===== src/rtl/pwm_duty_sequencer.sv =====
// Duty-cycle sequencer for a PWM generator: manual inc/dec or automatic sweep
// between MIN_DC and MAX_DC, with new values committed only at period boundaries.
module pwm_duty_sequencer #(
  parameter int          W      = 32,
  parameter int unsigned COUNTS = 1_000_000,
  parameter int unsigned STEP   = 100_000,
  parameter int unsigned MIN_DC = 50_000,
  parameter int unsigned MAX_DC = 100_000,
  parameter int unsigned DWELL  = 5
) (
  input  logic         clk,
  input  logic         rst,
  input  logic         inc_pulse,
  input  logic         dec_pulse,
  input  logic         mode_auto,
  input  logic         start,
  input  logic         period_end,
  output logic [W-1:0] duty,
  output logic         duty_valid,
  output logic         at_max,
  output logic         at_min,
  output logic [1:0]   state
);

  typedef enum logic [1:0] {
    S_MANUAL = 2'd0,
    S_UP     = 2'd1,
    S_DOWN   = 2'd2
  } state_e;

  // Upper limit never exceeds a full period, so duty can never outrun the counter.
  localparam int unsigned MAX_LIM = (MAX_DC > COUNTS) ? COUNTS : MAX_DC;

  localparam logic [W:0]   STEP_X     = (W+1)'(STEP);
  localparam logic [W:0]   MIN_X      = (W+1)'(MIN_DC);
  localparam logic [W:0]   MAX_X      = (W+1)'(MAX_LIM);
  localparam logic [W-1:0] STEP_V     = W'(STEP);
  localparam logic [W-1:0] MIN_V      = W'(MIN_DC);
  localparam logic [W-1:0] MAX_V      = W'(MAX_LIM);
  localparam logic [W-1:0] DWELL_LAST = W'(DWELL - 1);
  localparam logic [W-1:0] ONE_V      = W'(1);

  function automatic logic [W-1:0] sat_inc(input logic [W-1:0] v);
    logic [W:0] s;
    s = {1'b0, v} + STEP_X;
    if (s >= MAX_X) sat_inc = MAX_V;
    else            sat_inc = s[W-1:0];
  endfunction

  function automatic logic [W-1:0] sat_dec(input logic [W-1:0] v);
    if ({1'b0, v} <= MIN_X + STEP_X) sat_dec = MIN_V;
    else                             sat_dec = v - STEP_V;
  endfunction

  state_e       state_q, state_d;
  logic [W-1:0] pending_q, pending_d;
  logic [W-1:0] duty_q, duty_d;
  logic [W-1:0] dwell_q, dwell_d;
  logic         valid_q, valid_d;
  logic [W-1:0] stepped;

  always_comb begin
    state_d   = state_q;
    pending_d = pending_q;
    duty_d    = duty_q;
    dwell_d   = dwell_q;
    valid_d   = 1'b0;
    stepped   = pending_q;

    // Commit uses the pending value registered before this edge.
    if (period_end) begin
      duty_d  = pending_q;
      valid_d = (pending_q != duty_q);
    end

    case (state_q)
      S_MANUAL: begin
        if (inc_pulse && !dec_pulse)      pending_d = sat_inc(pending_q);
        else if (dec_pulse && !inc_pulse) pending_d = sat_dec(pending_q);
        if (start && mode_auto) begin
          state_d = (pending_q == MAX_V) ? S_DOWN : S_UP;
          dwell_d = '0;
        end
      end
      S_UP, S_DOWN: begin
        if (!mode_auto) begin
          state_d = S_MANUAL;
          dwell_d = '0;
        end else if (period_end) begin
          if (dwell_q == DWELL_LAST) begin
            dwell_d = '0;
            if (state_q == S_UP) begin
              stepped = sat_inc(pending_q);
              if (stepped == MAX_V) state_d = S_DOWN;
            end else begin
              stepped = sat_dec(pending_q);
              if (stepped == MIN_V) state_d = S_UP;
            end
            pending_d = stepped;
          end else begin
            dwell_d = dwell_q + ONE_V;
          end
        end
      end
      default: state_d = S_MANUAL;
    endcase
  end

  always_ff @(posedge clk) begin
    if (!rst) begin
      state_q   <= S_MANUAL;
      pending_q <= MIN_V;
      duty_q    <= MIN_V;
      dwell_q   <= '0;
      valid_q   <= 1'b0;
    end else begin
      state_q   <= state_d;
      pending_q <= pending_d;
      duty_q    <= duty_d;
      dwell_q   <= dwell_d;
      valid_q   <= valid_d;
    end
  end

  assign duty       = duty_q;
  assign duty_valid = valid_q;
  assign at_max     = (pending_q == MAX_V);
  assign at_min     = (pending_q == MIN_V);
  assign state      = state_q;

endmodule


===== config.mk =====
export PLATFORM = sky130hd
export DESIGN_NAME = pwm_duty_sequencer
export DESIGN_NICKNAME = d
export VERILOG_FILES = /design/src/rtl/pwm_duty_sequencer.sv
export SDC_FILE = /design/constraint.sdc
export NUM_CORES = 1
export LEC_CHECK = 0
export CAP_MARGIN = 30
export CORE_MARGIN = 8
export CORE_UTILIZATION = 60
export DETAILED_ROUTE_END_ITERATION = 12
export PLACE_DENSITY_LB_ADDON = 0.08
export SLEW_MARGIN = 20
export SYNTH_ARGS = -nofsm -noshare
export SYNTH_HDL_FRONTEND = slang
export SYNTH_SLANG_ARGS = --single-unit

===== constraint.sdc =====
create_clock -name clk -period 3.3 [get_ports clk]
set_clock_uncertainty 0.2 [all_clocks]
set_input_delay 0.66 -clock clk [delete_from_list [all_inputs] [get_ports clk]]
set_output_delay 0.66 -clock clk [all_outputs]
set_load 0.02 [all_outputs]

==> qor.yml, run 1 <==
clocking:
  cts_num_sinks: 99
  tritoncts_clock_tree: "built"
  max-clock-path-buffers: 2
  cts.htree.levels: 3
  clock_tree.root_cell: "sky130_fd_sc_hd__clkbuf_8"
  path_clk_slew_ns: 0.11
  clock_insertion_delay_worst_skew_ns: 0.40
  cts-buffers-inserted: 9
yosys:
  ys.warnings.count: 0
  synth-compound-area-share_pct: 19.2
  synth_cells: 801
  average_footprint_of_a_synthesized_cell_um2: 8.03
  synth_edf_count: 0
  synthSimpleGateAreaFrac_pct: 28.5
  synthAdderAreaFrac_pct: 1.75
  synth.yosys.seq_area_share_pct: 30.8
  synth-seq-cells: 99
  async_flop_share_pct: 0
  number_of_distinct_library_cell_variants_in_the_gate_level_netlist_after_synthesis: 79
  synth_ff_type: "sky130_fd_sc_hd__dfxtp_1"
  post_synth_xor_area_fraction_pct: 9.13
  mapped_nets: 817
  yosys-mux-area-fraction_pct: 6.11
  netlist_area_mm2: 0.00643
  synth_top_family_by_area: "simple AND/OR/NAND/NOR gates"
pwr:
  p_per_area_mw_per_mm2: 1040
  maximum_vdd_drop_v: 0.000583
  power_frac_seq_pct: 19.9
  power.combinational.fraction_pct: 70.7
  overall_power_consumption_uw: 8240
  clkPwrFrac_pct: 9.4
  p_sw_share_pct: 49.9
  power_spent_charging_and_discharging_nets_uw: 4110
  power.internal_uw: 4130
  p_leak_uw: 0.00298
critical_path:
  timing.critical_path.mode_cell: "sky130_fd_sc_hd__buf_4"
  critical_path.top_delay_family: "simple AND/OR/NAND/NOR gates"
  critical_path_class: "register to register"
  critical_path.max_stage_delay_ns: 0.62
  required_time_of_the_critical_path_ns: 3.44
  crit_chain: "and4_2, o211ai_1, buf_4, or2_4, o2111ai_1, or4_4, nor4_4, buf_4, o31a_1, and2_1"
  critical_path.endpoint_type: "register"
  maximum_fanout_encountered_on_the_critical_timing_path: 7
  cp_slowest_cell: "sky130_fd_sc_hd__or4_4"
  worstSetupStartpointType: "register"
  critPathArrivalTime_ns: 3.41
  crit_buf_inv: 2
global_routing:
  grt_first_pass_wirelength_um: 34100
  grt_usage_pct: 29.3
  grt_start_max_net_pins: 36
  number_of_global_route_vias_before_repair: 6590
  grt_antenna_before_repair: 0
  grt.overflow.total: 0
layout:
  layout.cells.most_common_list: "sky130_fd_sc_hd__buf_4, sky130_fd_sc_hd__dfxtp_1, sky130_fd_sc_hd__nor2_1"
  nNetsFinal: 918
  mostFrequentLayoutCell: "sky130_fd_sc_hd__buf_4"
  syn_to_final_growth_pct: 23.4
  final_layout_size_suffix_gt1_share_pct: 19.5
  antenna-diode-count: 0
  finalNonFillerCells: 1043
floorplan:
  floorplan.rows: 37
  die_area_mm2: 0.0143
  io_pins: 44
  initial_utilization_pct: 62.0
  die-height_um: 120
  core_area_mm2: 0.0104
  die_width_um: 120
routing:
  totalWireLength_um: 21400
  firstDrtPassIters: 6
  wl_per_cell_um: 20.5
  drt_drc_violations_left: 0
  via_count: 6697
  drt-initial-drc-count: 680
  detail_route.vias_per_cell: 6.42
  antenna_left: 0
timing:
  timing.final.crit_share_pct: 98.9
  report.final.setup_viol: 0
  grt_setup_unrepaired: "yes"
  worst_hold_slack_ns: 0.307
  tightestPinTransition_ns: 0.802
  max_transition_margin_pct: 46.3
  timing.final.max_slew_violations: 0
  final-hold-violation-count: 0
  setup_ws_ns: 0.0357
  fmaxAchievable_mhz: 306
  final_period_minus_worst_setup_slack_ns: 3.26
place:
  hpwl_um: 15900
  placement.setup.worst_slack_ns: -0.0407
  place.detailed.instances: 1026
  finalWeightedCongestion: 1.01
  io_buffers: 43
outcome:
  run_status: "finished clean"
hold_path:
  hold_path.class: "register to register"
job:
  max_cap_violations: 0
==> tightest hold or removal path, stage by stage, from the launching register on <==
cell,delay [ns]
sky130_fd_sc_hd__dfxtp_1,0.34
sky130_fd_sc_hd__o21ai_0,0.07
sky130_fd_sc_hd__a21oi_1,0.06
==> state kept, by name, indices dropped and copies added (netlist names) <==
| register | count |
|---|---|
| pending_q | 32 |
| duty_valid | 1 |
| state | 2 |
| duty | 32 |
| dwell_q | 32 |
==> per-layer routing <==
metal	part of all wire, %	global-route usage (%)	vias up
li1	-	-	3111
met1	42	35.3	3180
met2	47	48.7	337
met4	3.9	14.1	0
met5	0	0	-
met3	7.1	6.28	69
==> synthesized netlist by cell type, drive strengths merged, types with 5 or more instances <==
cell	instances	area (µm²)
nand3b	5	37.5
xnor2	43	377
or4	8	67.6
nor4	20	140
buf	20	86.3
o21ai	41	213
nor2b	41	257
inv	19	71.3
o21a	7	52.6
and3	13	81.3
nand3	35	175
mux2i	37	370
a21o	5	37.5
nor3	12	60.1
a22oi	8	60.1
a21boi	7	52.6
o221a	5	56.3
and2	13	81.3
o22ai	8	50.1
xor2	24	210
clkbuf	35	131
a2111oi	5	62.6
a211oi	6	50.1
o211ai	8	60.1
nand4	26	163
nor2	70	265
dfxtp	99	1980
ha	9	113
a21oi	35	186
or2	6	37.5
nand2	60	228
or3	13	81.3
==> final timing paths <==
path | slack (ns) | to | start | cells after the start
max | 0.04 | pending_q[3]$_SDFFE_PN0P_ | pending_q[13]$_SDFFE_PN0P_ | 10
min | 0.31 | dwell_q[26]$_SDFFE_PN0P_ | dwell_q[26]$_SDFFE_PN0P_ | 2
max reg2reg | 0.04 | pending_q[3]$_SDFFE_PN0P_ | pending_q[13]$_SDFFE_PN0P_ | 10
min reg2reg | 0.31 | dwell_q[26]$_SDFFE_PN0P_ | dwell_q[26]$_SDFFE_PN0P_ | 2
==> what timing repair did <==
item,CTS,global route
hold endpoints to repair,0,0
endpoints found under the setup margin,4,22
resized for setup,13,36
hold buffers,0,0
pin swaps,0,10
buffers inserted,0,1
==> layout make-up <==
type | count | area, µm²
inverters | 19 | 71.3
fillers | 792 | 2430
well taps | 136 | 170
clock buffers | 9 | 124
multi-input cells | 628 | 4320
clock inverters | 7 | 60.1
repair buffers | 145 | 1200
flip-flops and latches | 99 | 1990
==> through the flow <==
stage	TNS (ns)	area, µm²	util [%]
6_report	0	7940	76.5
5_1_grt	-1.17	7940	76.5
4_1_cts	0	7800	75.2
3_5_place_dp	-0.0429	7580	73.1
3_3_place_gp	-0.0844	7580	73.1
2_1_floorplan	0	6430	-
==> power by group through the flow <==
stage	Sequential [µW]	Combinational, µW	Clock [µW]
after global routing	1660	6220	830
after global placement	1620	5310	0
after CTS	1600	5460	788
after detailed placement	1630	5400	0
final	1640	5820	777
after floorplan	1590	3340	0
==> kinds of logic (layout without fill, tap and decap cells) <==
kind of cell	count (synthesis)	in the layout
AO/OA/AOI/OAI	175	175
XOR/XNOR	67	67
multiplexers	39	39
flip-flops	99	99
buffers and inverters	74	180
AND/OR/NAND/NOR	338	338
adder cells (fa/ha/maj)	9	9
Note: power is estimated with default switching activity, not from simulation.
==> run 2: changes to the inputs <==
--- a/config.mk
+++ b/config.mk
@@ -7,7 +7,8 @@
 export LEC_CHECK = 0
 export CAP_MARGIN = 30
 export CORE_MARGIN = 8
-export CORE_UTILIZATION = 60
+export CORE_UTILIZATION = 62
+export CTS_BUF_LIST = sky130_fd_sc_hd__clkbuf_4
 export DETAILED_ROUTE_END_ITERATION = 12
 export PLACE_DENSITY_LB_ADDON = 0.08
 export SLEW_MARGIN = 20
==> qor.yml, run 2 (same netlist as run 1, synthesis figures left out) <==
global_routing:
  grt_usage_pct: 29.7
  grt_start_max_net_pins: 35
  grt_first_pass_wirelength_um: 33900
  grt.overflow.total: 0
  number_of_global_route_vias_before_repair: 6795
  grt_antenna_before_repair: 0
routing:
  dr_wl_met2_um: 9860
  drt-initial-drc-count: 675
  wl_per_cell_um: 20.3
  antenna_left: 0
  firstDrtPassIters: 8
  via_count: 6769
  detail_route.vias_per_cell: 6.48
  met3_length_um: 1790
  top_layer_used: "met4"
  drt_drc_violations_left: 0
  totalWireLength_um: 21200
  m1_wire_length_um: 8380
layout:
  layout.filler_cells: 734
  nNetsFinal: 920
  mostFrequentLayoutCell: "sky130_fd_sc_hd__buf_4"
  layout.cells.most_common_list: "sky130_fd_sc_hd__buf_4, sky130_fd_sc_hd__dfxtp_1, sky130_fd_sc_hd__nor2_1"
  finalNonFillerCells: 1045
  antenna-diode-count: 0
  syn_to_final_growth_pct: 23.1
  final_layout_size_suffix_gt1_share_pct: 19.1
floorplan:
  floorplan.rows: 37
  die_width_um: 118
  die_area_mm2: 0.0139
  die-height_um: 118
  core_area_mm2: 0.0102
  initial_utilization_pct: 63.1
  io_pins: 44
place:
  finalWeightedCongestion: 1.01
  io_buffers: 43
  place.detailed.instances: 1027
  hpwl_um: 16000
timing:
  final.setup.tns_ns: 0
  report.final.setup_viol: 0
  final_period_minus_worst_setup_slack_ns: 3.21
  timing.final.max_slew_violations: 0
  fmaxAchievable_mhz: 311
  timing.final.crit_share_pct: 97.3
  final-hold-violation-count: 0
  tightestPinTransition_ns: 0.611
  max_transition_margin_pct: 59.2
pwr:
  maximum_vdd_drop_v: 0.000646
  p_leak_uw: 0.00298
  p_per_area_mw_per_mm2: 1020
  overall_power_consumption_uw: 8100
critical_path:
  worstReg2RegStart: "pending_q[10]$_SDFFE_PN0P_"
  crit_buf_inv: 1
  critPathArrivalTime_ns: 2.35
  worstReg2RegEnd: "pending_q[1]$_SDFFE_PN0P_"
  required_time_of_the_critical_path_ns: 2.44
  critical_path_class: "register to primary output"
  crit_chain: "nor4_2, and4bb_2, nand4_1, nor4_4, buf_2"
  ff2ff_path_depth: 10
  worstSetupStartpointType: "register"
  setup.reg_to_reg.worst_slack_ns: 0.09
  critical_path.endpoint_type: "primary output"
  critical_path.max_stage_delay_ns: 0.41
  maximum_fanout_encountered_on_the_critical_timing_path: 5
  cp_slowest_cell: "sky130_fd_sc_hd__dfxtp_1"
  critical_path.top_delay_family: "simple AND/OR/NAND/NOR gates"
outcome:
  run_status: "finished clean"
clocking:
  clock_insertion_delay_worst_skew_ns: 0.51
  path_clk_slew_ns: 0.18
  tritoncts_clock_tree: "built"
  cts-buffers-inserted: 9
  cts.htree.levels: 3
  max-clock-path-buffers: 2
  cts_num_sinks: 99
  clock_tree.root_cell: "sky130_fd_sc_hd__clkbuf_4"
hold_path:
  min_path_cells: 2
  sink_of_the_worst_hold_path: "dwell_q[30]$_SDFFE_PN0P_"
  hold_path_startpoint: "dwell_q[30]$_SDFFE_PN0P_"
  hold_path.class: "register to register"
job:
  max_cap_violations: 0
run 2: cell count changes in the layout (fill, tap and decap cells not counted), moves of 3 or more:
| cell | delta |
|---|---|
| sky130_fd_sc_hd__clkbuf_8 | -9 |
| sky130_fd_sc_hd__buf_4 | +3 |
| sky130_fd_sc_hd__dfxtp_1 | -3 |
| sky130_fd_sc_hd__dfxtp_2 | +4 |
| sky130_fd_sc_hd__clkbuf_4 | +9 |
run 2: power by group:
| group | switching (µW) | total, µW | internal (µW) |
|---|---|---|---|
| sequential | 265 | 1660 | 1400 |
| combinational | 3280 | 5670 | 2390 |
| clock | 453 | 767 | 314 |
| total | 4000 | 8100 | 4100 |
run 2: stage by stage:
stage          instance area (µm²)  hold slack (ns)  util (%)  setup slack (ns)
6_report                      7910            0.339      77.7            0.0875
5_1_grt                       7910            0.368      77.7          -0.00867
4_1_cts                       7810            0.332      76.7           -0.0173
3_5_place_dp                  7600            0.313      74.6           -0.0474
3_3_place_gp                  7600            0.280      74.6            0.0178
2_1_floorplan                 6430            0.267         -             0.194
run 2: tightest hold or removal path, stage by stage (launching register included):
cell	delay, ns
sky130_fd_sc_hd__dfxtp_1	0.37
sky130_fd_sc_hd__o21ai_0	0.08
sky130_fd_sc_hd__a21oi_1	0.06
run 2: final cells by class:
class / count / area, µm² / area share (%)
Multi-Input combinational cell: 628 / 4300 / 54.3
Clock inverter: 7 / 100 / 1.26
Timing Repair Buffer: 147 / 1220 / 15.4
Sequential cell: 99 / 1990 / 25.2
Inverter: 19 / 71.3 / 0.901
Tap cell: 136 / 170 / 2.15
Clock buffer: 9 / 67.6 / 0.854
run 2: worst max path at each step:
stage / startpoint / endpoint / slack [ns] / cells past startpoint
6_report: pending_q[23]$_SDFFE_PN0P_ / at_min / 0.09 / 5
5_1_grt: pending_q[6]$_SDFFE_PN1P_ / state[1]$_SDFFE_PN0P_ / -0.009 / 11
4_1_cts: pending_q[12]$_SDFFE_PN0P_ / pending_q[13]$_SDFFE_PN0P_ / -0.02 / 11
3_5_place_dp: pending_q[11]$_SDFFE_PN0P_ / state[1]$_SDFFE_PN0P_ / -0.05 / 11
3_3_place_gp: pending_q[11]$_SDFFE_PN0P_ / state[1]$_SDFFE_PN0P_ / 0.02 / 11
2_1_floorplan: pending_q[24]$_SDFFE_PN0P_ / at_min / 0.19 / 5
run 2: timing repair:
action	CTS	global route
pin swaps	0	3
setup endpoints to repair	10	28
hold buffers	0	0
setup buffers	0	2
gates resized for setup	15	29
run 2: routing by layer:
metal / vias to the layer above / global-route usage (%)
li1: 3102 / -
met1: 3214 / 33.7
met2: 359 / 48.6
met3: 94 / 9.16
met4: 0 / 17.1
met5: - / 0
